===== src/rtl/pulpino_mailbox.sv =====
// Byte mailbox between a host register block and the PULPino core.
// Latency: host RX byte reaches rx_valid 1 cycle after the toggle edge is sampled; TX byte reaches O_pulpino_data on the accepting edge.
// Backpressure: RX FIFO full drops host bytes and sets a sticky overflow flag; TX holds tx_ready low until the host acks.
//
// Ports:
//    crypto_clk, reset_n_i          clock, asynchronous active-low reset
//    I_ext_data / I_ext_flags       host byte and host toggles ([0] RX, [1] TX-ack, [2] overflow clear)
//    rx_data / rx_valid / rx_ready  FIFO head towards the core
//    tx_data / tx_valid / tx_ready  core byte towards the host
//    O_pulpino_data / O_pulpino_flags  host-visible byte and status
//
// Optional: define PULPINO_MBX_SYNC_EN to pass I_ext_flags[2:0] through a
// 2-flop synchronizer, adding 2 cycles to RX and ack latency.
module pulpino_mailbox #(
   parameter int pRX_DEPTH = 4
) (
   input  logic       crypto_clk,
   input  logic       reset_n_i,
   input  logic [7:0] I_ext_data,
   input  logic [7:0] I_ext_flags,
   output logic [7:0] rx_data,
   output logic       rx_valid,
   input  logic       rx_ready,
   input  logic [7:0] tx_data,
   input  logic       tx_valid,
   output logic       tx_ready,
   output logic [7:0] O_pulpino_data,
   output logic [7:0] O_pulpino_flags
);

   localparam int AW = $clog2(pRX_DEPTH);
   localparam int CW = AW + 1;

   typedef enum logic {IDLE = 1'b0, WAIT_ACK = 1'b1} tx_state_t;

   // Host flags as seen by the edge detectors.
   logic [2:0] host_flags;

`ifdef PULPINO_MBX_SYNC_EN
   logic [2:0] sync_1;
   logic [2:0] sync_2;

   always_ff @(posedge crypto_clk or negedge reset_n_i) begin
      if (!reset_n_i) begin
         sync_1 <= '0;
         sync_2 <= '0;
      end else begin
         sync_1 <= I_ext_flags[2:0];
         sync_2 <= sync_1;
      end
   end

   assign host_flags = sync_2;
`else
   assign host_flags = I_ext_flags[2:0];
`endif

   // Bits [7:3] of the host flags carry no meaning here.
   logic unused_flags;
   assign unused_flags = ^I_ext_flags[7:3];

   // ------------------------------------------------------------------
   // Edge detection on host toggles
   // ------------------------------------------------------------------
   logic rx_prev;
   logic ack_prev;
   logic rx_edge;
   logic ack_edge;

   assign rx_edge  = host_flags[0] ^ rx_prev;
   assign ack_edge = host_flags[1] ^ ack_prev;

   // ------------------------------------------------------------------
   // RX FIFO
   // ------------------------------------------------------------------
   logic [7:0]    mem [pRX_DEPTH];
   logic [AW-1:0] wr_ptr;
   logic [AW-1:0] rd_ptr;
   logic [CW-1:0] count;
   logic [CW-1:0] count_nxt;
   logic [4:0]    count_ext;
   logic          full;
   logic          push;
   logic          pop;
   logic          ovf_set;
   logic          rx_full_flag;
   logic          ovf_flag;
   logic [2:0]    rx_count_flag;

   assign full = (count == CW'(pRX_DEPTH));
   assign pop  = rx_valid & rx_ready;
   // A pop in the same cycle frees the slot, so a full FIFO can still accept.
   assign push    = rx_edge & (~full | pop);
   assign ovf_set = rx_edge & full & ~pop;

   always_comb begin
      count_nxt = count;
      case ({push, pop})
         2'b10:   count_nxt = count + CW'(1);
         2'b01:   count_nxt = count - CW'(1);
         default: count_nxt = count;
      endcase
   end

   assign count_ext = 5'(count_nxt);

   // Storage needs no reset: rx_data is only meaningful while rx_valid is high.
   always_ff @(posedge crypto_clk) begin
      if (push) begin
         mem[wr_ptr] <= I_ext_data;
      end
   end

   assign rx_data = mem[rd_ptr];

   always_ff @(posedge crypto_clk or negedge reset_n_i) begin
      if (!reset_n_i) begin
         rx_prev       <= 1'b0;
         wr_ptr        <= '0;
         rd_ptr        <= '0;
         count         <= '0;
         rx_valid      <= 1'b0;
         rx_full_flag  <= 1'b0;
         rx_count_flag <= 3'd0;
         ovf_flag      <= 1'b0;
      end else begin
         rx_prev <= host_flags[0];
         // Pointers wrap naturally since the depth is a power of two.
         if (push) wr_ptr <= wr_ptr + AW'(1);
         if (pop)  rd_ptr <= rd_ptr + AW'(1);
         count         <= count_nxt;
         rx_valid      <= (count_nxt != '0);
         rx_full_flag  <= (count_nxt == CW'(pRX_DEPTH));
         rx_count_flag <= (count_ext > 5'd7) ? 3'd7 : count_ext[2:0];
         // Set wins over a simultaneous clear so no overflow is ever lost.
         if (ovf_set) begin
            ovf_flag <= 1'b1;
         end else if (host_flags[2]) begin
            ovf_flag <= 1'b0;
         end
      end
   end

   // ------------------------------------------------------------------
   // TX FSM
   // ------------------------------------------------------------------
   tx_state_t tx_state;
   logic      tx_toggle;
   logic      tx_busy;

   always_ff @(posedge crypto_clk or negedge reset_n_i) begin
      if (!reset_n_i) begin
         tx_state       <= IDLE;
         tx_ready       <= 1'b1;
         tx_toggle      <= 1'b0;
         tx_busy        <= 1'b0;
         O_pulpino_data <= 8'h00;
         ack_prev       <= 1'b0;
      end else begin
         // The copy tracks the host toggle in every state; in IDLE an ack edge
         // has no other effect.
         ack_prev <= host_flags[1];
         case (tx_state)
            IDLE: begin
               if (tx_valid) begin
                  O_pulpino_data <= tx_data;
                  tx_toggle      <= ~tx_toggle;
                  tx_busy        <= 1'b1;
                  tx_ready       <= 1'b0;
                  tx_state       <= WAIT_ACK;
               end
            end
            WAIT_ACK: begin
               if (ack_edge) begin
                  tx_busy  <= 1'b0;
                  tx_ready <= 1'b1;
                  tx_state <= IDLE;
               end
            end
            default: begin
               tx_state <= IDLE;
               tx_ready <= 1'b1;
               tx_busy  <= 1'b0;
            end
         endcase
      end
   end

   assign O_pulpino_flags = {1'b0, rx_count_flag, tx_busy, ovf_flag, rx_full_flag, tx_toggle};

endmodule


===== config.mk =====
export PLATFORM = sky130hd
export DESIGN_NAME = pulpino_mailbox
export DESIGN_NICKNAME = d
export VERILOG_FILES = /design/src/rtl/pulpino_mailbox.sv
export SDC_FILE = /design/constraint.sdc
export NUM_CORES = 1
export LEC_CHECK = 0
export ABC_AREA = 0
export CORE_ASPECT_RATIO = 0.7
export CORE_UTILIZATION = 25
export CTS_CLUSTER_DIAMETER = 100
export DETAILED_ROUTE_END_ITERATION = 10
export MAX_ROUTING_LAYER = met4
export PLACE_DENSITY = 0.58
export SYNTH_ARGS = -nofsm -noshare
export SYNTH_HDL_FRONTEND = slang
export SYNTH_SLANG_ARGS = --single-unit

===== constraint.sdc =====
create_clock -name crypto_clk -period 2.33 [get_ports crypto_clk]
set_clock_uncertainty 0.1 [all_clocks]
set_input_delay 0.233 -clock crypto_clk [delete_from_list [all_inputs] [get_ports crypto_clk]]
set_output_delay 0.233 -clock crypto_clk [all_outputs]
set_load 0.01 [all_outputs]

==> results of run 1 <==
-- synth_stat cells (all sizes together) (2+ instances only) --
library cell and count:
and2 4, dfrtp 25, nand2 5, xor2 3, inv 9, xnor2 7, clkbuf 2, edfxtp 32
mux4 8, ha 5, o21ai 6, buf 9, mux2 9
-- worst max-delay path by stage --
| stage | startpoint | slack, ns | to |
|---|---|---|---|
| 2_1_floorplan | count[0]$_DFF_PN0_ | 0.11 | rx_valid$_DFF_PN0_ |
| 3_3_place_gp | I_ext_flags[0] | -0.07 | rx_count_flag[2]$_DFF_PN0_ |
| 3_5_place_dp | I_ext_flags[0] | -0.14 | count[2]$_DFF_PN0_ |
| 4_1_cts | rx_count_flag[1]$_DFF_PN0_ | 0.07 | rx_count_flag[2]$_DFF_PN0_ |
| 5_1_grt | count[2]$_DFF_PN0_ | 0.01 | rx_valid$_DFF_PN0_ |
| 6_report | rd_ptr[0]$_DFFE_PN0P_ | 0.13 | rx_data[1] |
-- state kept, by name, indices dropped and copies added (netlist names) --
name	flops
mem	32
O_pulpino_data	8
rx_count_flag	3
count	2
rd_ptr	2
wr_ptr	2
ack_prev	1
ovf_flag	1
rx_full_flag	1
rx_prev	1
rx_valid	1
tx_busy	1
tx_ready	1
tx_state	1
tx_toggle	1
-- critical path, cell delays in order, from the launching register on --
cell and delay [ns]:
dfrtp_1 0.34, buf_4 0.19, mux4_2 0.53, clkdlybuf4s50_1 0.49
-- layer usage --
layer / vias up / routed length (microns)
met5: - / 0
met4: 0 / 44
met3: 5 / 311
met2: 41 / 1770
met1: 614 / 1793
li1: 606 / -
-- stage by stage --
stage / hold slack [ns] / std cells
after CTS: 0.1944 / 325
after global routing: 0.2223 / 325
after floorplan: -0.1626 / 140
after global placement: 0.3703 / 309
final: 0.1861 / 325
after detailed placement: 0.3775 / 309
-- layout make-up --
| type | instances | area, sq um | area share [%] |
|---|---|---|---|
| Clock buffer | 11 | 232.7 | 7.126 |
| Inverter | 9 | 33.78 | 1.034 |
| Multi-Input combinational cell | 62 | 648.1 | 19.85 |
| Clock inverter | 5 | 45.04 | 1.379 |
| Sequential cell | 58 | 1613 | 49.39 |
| Timing Repair Buffer | 56 | 538.0 | 16.48 |
| Tap cell | 124 | 155.1 | 4.751 |
-- cells by family (layout without fill, tap and decap cells) --
| logic type | after synthesis | after routing | synth area share [%] |
|---|---|---|---|
| and+or+nand+nor | 16 | 16 | 4.346 |
| muxes | 18 | 18 | 12.51 |
| xor gates and xnor gates | 10 | 10 | 3.710 |
| AOI/OAI and AO/OA | 11 | 11 | 2.915 |
| adders and majority gates | 6 | 6 | 3.498 |
| other | 1 | 1 | 0.1588 |
| buffers and inverters | 20 | 81 | 4.557 |
| DFF | 58 | 58 | 68.31 |
-- power by group through the flow --
stage                     registers (W)  clock network (W)  logic, W
after floorplan                 0.00152                  0  0.000811
after global placement          0.00155                  0   0.00135
after detailed placement        0.00156                  0   0.00135
after CTS                       0.00154            0.00123   0.00136
after global routing            0.00157            0.00129   0.00148
final                           0.00153            0.00120   0.00135
-- layout by cell type (no fill, tap or decap), types with 7 or more instances in the layout --
master / netlist / final
edfxtp_1: 32 / 32
clkbuf_16: 0 / 9
dfrtp_1: 25 / 25
clkdlybuf4s50_1: 0 / 47
mux2_2: 8 / 8
xnor2_1: 7 / 7
inv_1: 9 / 9
buf_4: 6 / 9
mux4_2: 8 / 8
-- timing repair --
action                                  in CTS  in global routing
buffers inserted                             0                  0
endpoints found under the setup margin       0                  4
gates resized for setup                      0                  2
hold buffers                                 0                  0
==> flow_metrics.py, run 1 <==
metrics = {
    "placement": {
        "gp_congestion": 0.7171,
        "placed_area_sq_um": 2980,
        "port_buffers": 47,
        "place_hpwl_microns": 2733,
        "dp_slack_ns": -0.1395,
    },
    "yosys": {
        "ys_top_cells_by_area": "edfxtp_1 (41%), dfrtp_1 (26%), mux4_2 (7.6%)",
        "yosysTopAreaCell": "edfxtp_1",
        "yosys_register_bits": 58,
        "synth_ff_type": "edfxtp_1",
        "async_reset_ff_share_pct": 44.83,
        "avgSynthCellArea_sq_um": 16.86,
        "yosysWarnings": 0,
        "synth_cell_types": 32,
        "syn_inst": 140,
        "synth-seq-area-share_pct": 68.31,
        "synth_edf_count": 32,
        "synth.cell_area_sq_um": 2361,
        "syn-num-nets": 174,
        "synth_top_cell_area_share_pct": 40.70,
    },
    "global_route": {
        "grt_max_degree": 27,
        "grt_pass1_wl_microns": 6479,
        "gr-total-overflow": 0,
        "use_met3_pct": 4.258,
        "grt_pass1_vias": 1339,
        "grt_use_met2_pct": 13.37,
        "antenna_found_initial": 0,
        "met1_usage_pct": 10.79,
        "grt-busiest-layer": "met2",
        "grt_util_all_layers_pct": 9.139,
    },
    "status": {
        "outcome": "finished, final reports clean",
    },
    "pwr": {
        "clkPwrFrac_pct": 29.4,
        "seq_power_share_pct": 37.5,
        "total_power_w": 0.004089,
        "p_per_area_nw_per_um2": 1252,
        "peakVddDrop_v": 0.0004555,
        "netSwitchingFraction_pct": 27.17,
        "leakagePower_nw": 1.238,
        "p_switching_w": 0.001111,
        "cellInternalPower_w": 0.002978,
        "pwr-share-comb_pct": 33.0,
    },
    "setup_path": {
        "endpoint_kind": "output pin",
        "cp_data_arrival_time_ns": 1.87,
        "reg2reg_slack_ns": 0.15,
        "rr_endpoint": "rx_valid$_DFF_PN0_",
        "cp_max_fo": 6,
        "worstPathRequired_ns": 2.00,
        "path_class": "register to output pin",
        "rr_worst_depth": 9,
        "start_kind": "register",
        "reg2reg_from": "rx_count_flag[1]$_DFF_PN0_",
    },
    "floorplanning": {
        "ioPinCount": 54,
        "core_sq_um": 9107,
        "die_area_sq_um": 9842,
        "chipHeight_microns": 83.31,
        "start_util_pct": 25.92,
        "die_width_microns": 118.2,
        "rows": 29,
    },
    "route": {
        "wl_microns": 3919,
        "drc": 0,
        "first_pass_iters": 4,
        "avgViaCountPerCell": 3.895,
        "final_antenna_net_count": 0,
        "vias": 1266,
        "drt_iter0_drc": 44,
        "wl_per_cell_microns": 12.06,
    },
    "clock_tree": {
        "cts_sinks": 58,
        "clk_pin_slew_ns": 0.05,
        "clk_latency_ns": 0.31,
        "cts_tree": "done",
        "numCtsBuffers": 9,
        "clk_path_buf_depth": 2,
        "cts_root_buf": "clkbuf_16",
        "htreeDepth": 3,
    },
    "final_layout": {
        "fin_nets": 230,
        "fin_area_sq_um": 3266,
        "nFillCells": 858,
        "areaGrowthSynthToFinish_pct": 38.31,
        "n_antenna_cell": 0,
        "drive_above_1_share_pct": 22.39,
        "fin_util_pct": 35.86,
    },
    "timing": {
        "finalSetupTns_ns": 0,
        "slew_viol_final": 0,
        "setup_viol": 0,
        "rsz0062_at_grt": "false",
        "period_needed_ns": 2.201,
        "hold_viol_final": 0,
        "setup_slack_ns": 0.1290,
        "finalCritPeriodShare_pct": 94.46,
        "max_freq_ghz": 0.4543,
    },
    "job": {
        "cap_violations": 0,
    },
    "min_path": {
        "worstHoldPathType": "input port to asynchronous set/reset pin",
    },
}
Note: power is estimated with default switching activity, not from simulation.
==> run 2: changes to the inputs <==
- ABC_AREA: 0 -> not set
==> results of run 2 <==
The final DEF is identical to that of run 1; final timing and power are the same.
==> run 3: changes to the inputs <==
- HOLD_SLACK_MARGIN: not set -> 0.05
==> results of run 3 <==
The final DEF is identical to that of run 1; final timing and power are the same.
==> RTL change 1: new RTL, settings of run 3 <==
Set the parameter `pRX_DEPTH` to 8 (it was 4).
--- a/src/rtl/pulpino_mailbox.sv
+++ b/src/rtl/pulpino_mailbox.sv
@@ -12,7 +12,7 @@
 // Optional: define PULPINO_MBX_SYNC_EN to pass I_ext_flags[2:0] through a
 // 2-flop synchronizer, adding 2 cycles to RX and ack latency.
 module pulpino_mailbox #(
-   parameter int pRX_DEPTH = 4
+   parameter int pRX_DEPTH = 8
 ) (
    input  logic       crypto_clk,
    input  logic       reset_n_i,
Check against the original RTL: not equivalent (a bounded check fails within 10 cycles, from zero or initial values and one cycle with reset_n_i low).
==> RTL change 1 against run 3 <==
Synthesized area increased by 59%. Sequential power increased by 58%. Global-route usage increased by 1.7 points. Setup slack got worse by 0.046 ns. Power increased by 49%. Register-to-register slack got worse by 0.05 ns. Count of clock-buffer cells in the layout decreased by 2. Sequential cell count increased by 36. Design area increased by 54%. Synthesized cell count increased by 51%. Non-clock buffer count increased by 29. First-iteration DRC count increased by 140%. Routed wire length increased by 92%. Fmax decreased by 2.1%. Critical path type unchanged.
==> RTL change 1: results (changes against run 3) <==
metric,value,unit,change
status,"complete, no violations",,
RePlAce Congestion,0.8064,,+12%
Non-clk invs,5,,-4
grt met1 use,0.1505,,+0.04256
RR Startpoint,rx_prev,,
met2 usage,0.1509,,+0.01718
Post-synth EDFFs,64,,+100%
M1 wire length,3850,um,+110%
detail-routed via count per cell,4.190,,+7.6%
pre-CTS WS,-0.2733,ns,-0.1338 ns
global-route wire length before repair,11950,um,+84%
Placed Cells incl. Taps,474,,+53%
CP startpoint,rd_ptr[0],,
syn_nets,243,,+40%
Data buffer area share,0.1567,,-0.008020
cells after synthesis,212,,+51%
clock network area share,0.05589,,-0.02917
Leak,1.833,nW,+48%
DR WL met2,3286,um,+86%
top cell types by occurrence after synthesis,"edfxtp_1, dfrtp_1, mux2_2",,
layout cells sized above 1,0.3488,,+0.1250
DR WL met3,300,um,-3.5%
multi-input combinational area share,0.2042,,+0.005706
nets,327,,+42%
Worst R2R Setup Slack,0.10,ns,-0.05 ns
worst setup path end,rx_data[4],,
asr flop ratio synth,0.3191,,-0.1291
Yosys cell types,38,,+19%
dpl cell area,4679,sq um,+57%
crit path DAT,1.91,ns,+0.04 ns
DRT iter0 DRCs,105,,+140%
Plain + repair buffers,85,,+52%
biggest regs,"mem: 64 flops, O_pulpino_data: 8 flops, count: 4 flops",,
r2r endpoint,rx_full_flag,,
sequential element share of the synthesized area,0.7109,,+0.02782
Max VDD drop,0.4399,mV,-3.4%
clk_lat worst skew,0.34,ns,+0.03 ns
Synth area leaders,"edfxtp_1, dfrtp_1, mux4_2",,
M3 GR Usage,0.03406,,-0.008521
minimum hold slack,0.1965,ns,+0.01042 ns
hpwl dp,5119,um,+87%
FILL cells,1386,,+62%
CP top delay family,multiplexers,,
post-CTS sizing,34,,+34
Post-Synthesis Cell Area,3761,sq um,+59%
-- RTL change 1: changes by cell type after synthesis, moves of 4 or more --
cell and delta:
inv_1 -5, mux2_2 +9, mux4_2 +8, dfrtp_1 +4, nor2_1 +9, nand3_1 +5, edfxtp_1 +32, nand2b_1 +4
o21ai_0 -4, and2_2 -4
-- RTL change 1: report_power, final --
| part | total (mW) | internal (mW) | switching [mW] |
|---|---|---|---|
| clock | 1.38 | 0.738 | 0.643 |
| sequential | 2.41 | 2.17 | 0.237 |
| combinational | 2.32 | 1.33 | 0.989 |
-- RTL change 1: kinds of logic (layout without fill, tap and decap cells) --
group	after synthesis	count (layout)	share of synthesized area
xor gates and xnor gates	11	11	0.02562
muxes	34	34	0.1497
DFF	94	94	0.7109
and+or+nand+nor	40	40	0.05556
AOI/OAI and AO/OA	12	12	0.02262
other	1	1	0.0009970
adders and majority gates	3	3	0.009981
buffers and inverters	17	106	0.02462
==> RTL change 2: new RTL, settings of run 3 <==
Without the edit above. Register the output `O_pulpino_flags`, with the module's reset; this adds one clock of latency there. The other outputs are not delayed to match.
--- a/src/rtl/pulpino_mailbox.sv
+++ b/src/rtl/pulpino_mailbox.sv
@@ -186,7 +186,13 @@
       end
    end
 
-   assign O_pulpino_flags = {1'b0, rx_count_flag, tx_busy, ovf_flag, rx_full_flag, tx_toggle};
+   always_ff @(posedge crypto_clk or negedge reset_n_i) begin
+      if (!reset_n_i) begin
+         O_pulpino_flags <= '0;
+      end else begin
+         O_pulpino_flags <= {1'b0, rx_count_flag, tx_busy, ovf_flag, rx_full_flag, tx_toggle};
+      end
+   end
 
 endmodule
 
Behaviour: not the same (a bounded check fails within 4 cycles, from zero or initial values and one cycle with reset_n_i low).
==> RTL change 2 against run 3 <==
Design area is 12% higher. Power is 12% higher. Synthesized area is 11% higher. Register-to-register slack better by 0.15 ns. Non-clock buffer count is 9 higher. Sequential cell count is 8 higher. Routed wire length is 17% higher. Sequential power is 16% higher. Setup slack better by 0.0064 ns. Count of clock-buffer cells in the layout is 3 higher. Combinational power is 7% higher. Critical path depth stayed put. Critical path type unchanged. Highest routed layer unchanged.
==> RTL change 2: results (changes against run 3) <==
metric,value,unit,change
vias in the first global route,1475,,+10%
sequential element share of the synthesized area,0.6943,,+0.01120
CP startpoint,rd_ptr[0],,
worst setup path end,rx_data[2],,
cells after synthesis,159,,+14%
TritonRoute pass-1 iters,4,,unchanged
XOR/XNOR Fraction of Synth Area,0.04073,,+0.003632
DR WL met2,2051,um,+16%
M3 GR Usage,0.03141,,-0.01117
status,"complete, no violations",,
Synth area leaders,"edfxtp_1, dfrtp_1, mux4_2",,
DR WL met3,160,um,-49%
minimum hold slack,0.2192,ns,+0.03309 ns
pre-CTS WS,-0.01980,ns,+0.1197 ns
Placed Cells incl. Taps,345,,+12%
Fmax,455.7,MHz,+0.29%
RR Startpoint,rx_prev,,
global-route wire length before repair,7659,um,+18%
layout cells sized above 1,0.2275,,+0.003587
Max VDD drop,0.4746,mV,+4.2%
R2R depth,8,,-1
grt met1 use,0.1270,,+0.01905
CP top delay family,buffers and inverters,,
Synth Area in Adders,0.02683,,-0.008143
crit-path max FO,10,,+4
syn_nets,192,,+10%
met2 usage,0.1436,,+0.009957
Root Driver,clkbuf_16,,
Leak,1.403,nW,+13%
nets,261,,+13%
Yosys cell types,37,,+16%
worst stage delay on the critical path,0.53,ns,about the same
M1 wire length,2262,um,+26%
DRT iter0 DRCs,116,,+160%
top cell types by occurrence after synthesis,"dfrtp_1, edfxtp_1, mux2_2, mux4_2",,
biggest regs,"mem: 32 flops, O_pulpino_data: 8 flops, O_pulpino_flags: 7 flops",,
Synth Area in Compound Gates,0.06133,,+0.03219
hpwl dp,3198,um,+17%
asr flop ratio synth,0.5152,,+0.06688
fin cells,361,,+11%
ys flop type,dfrtp_1,,
multiplexer share of the synthesized area,0.1035,,-0.02157
Max Buffers Root-to-Sink,2,,unchanged
Worst R2R Setup Slack,0.30,ns,+0.15 ns
dpl cell area,3341,sq um,+12%
largest net degree at the start of global routing,35,,+30%
detail-routed via count per cell,4.147,,+6.5%
All-Layer GR Usage,0.09996,,+0.008568
routed len/inst,12.67,um,+5.1%
clk_lat worst skew,0.32,ns,
r2r endpoint,rx_full_flag,,
RePlAce Congestion,0.8333,,+16%
FILL cells,982,,+14%
==> RTL change 2: changes by cell type after synthesis, sizes merged, moves of 2 or more <==
cell / before / now
dfrtp: 25 / 33
a21oi: 1 / 7
buf: 9 / 3
nor3: 0 / 4
nand2: 5 / 8
a31oi: 0 / 2
clkbuf: 2 / 4
inv: 9 / 7
nor2: 1 / 3
==> RTL change 2: cell type report <==
cell class	count	area, sq um	area share
sequential	66	1813	0.4962
multi-input combinational	79	735.7	0.2014
timing repair buffer	65	609.3	0.1668
clock buffer	14	275.3	0.07534
tap	128	160.2	0.04384
clock inverter	2	33.78	0.009247
inverter	7	26.28	0.007192
==> RTL change 2: where the power goes <==
group,switching (mW),total (mW),internal (mW)
Clock,0.456,1.37,0.919
Combinational,0.621,1.45,0.826
Sequential,0.204,1.78,1.57
Total,1.28,4.60,3.32
==> RTL change 2: timing repair <==
action                     in CTS  in global routing
hold buffers                    0                  0
setup endpoints to repair       0                  1
gates resized for setup         0                  1
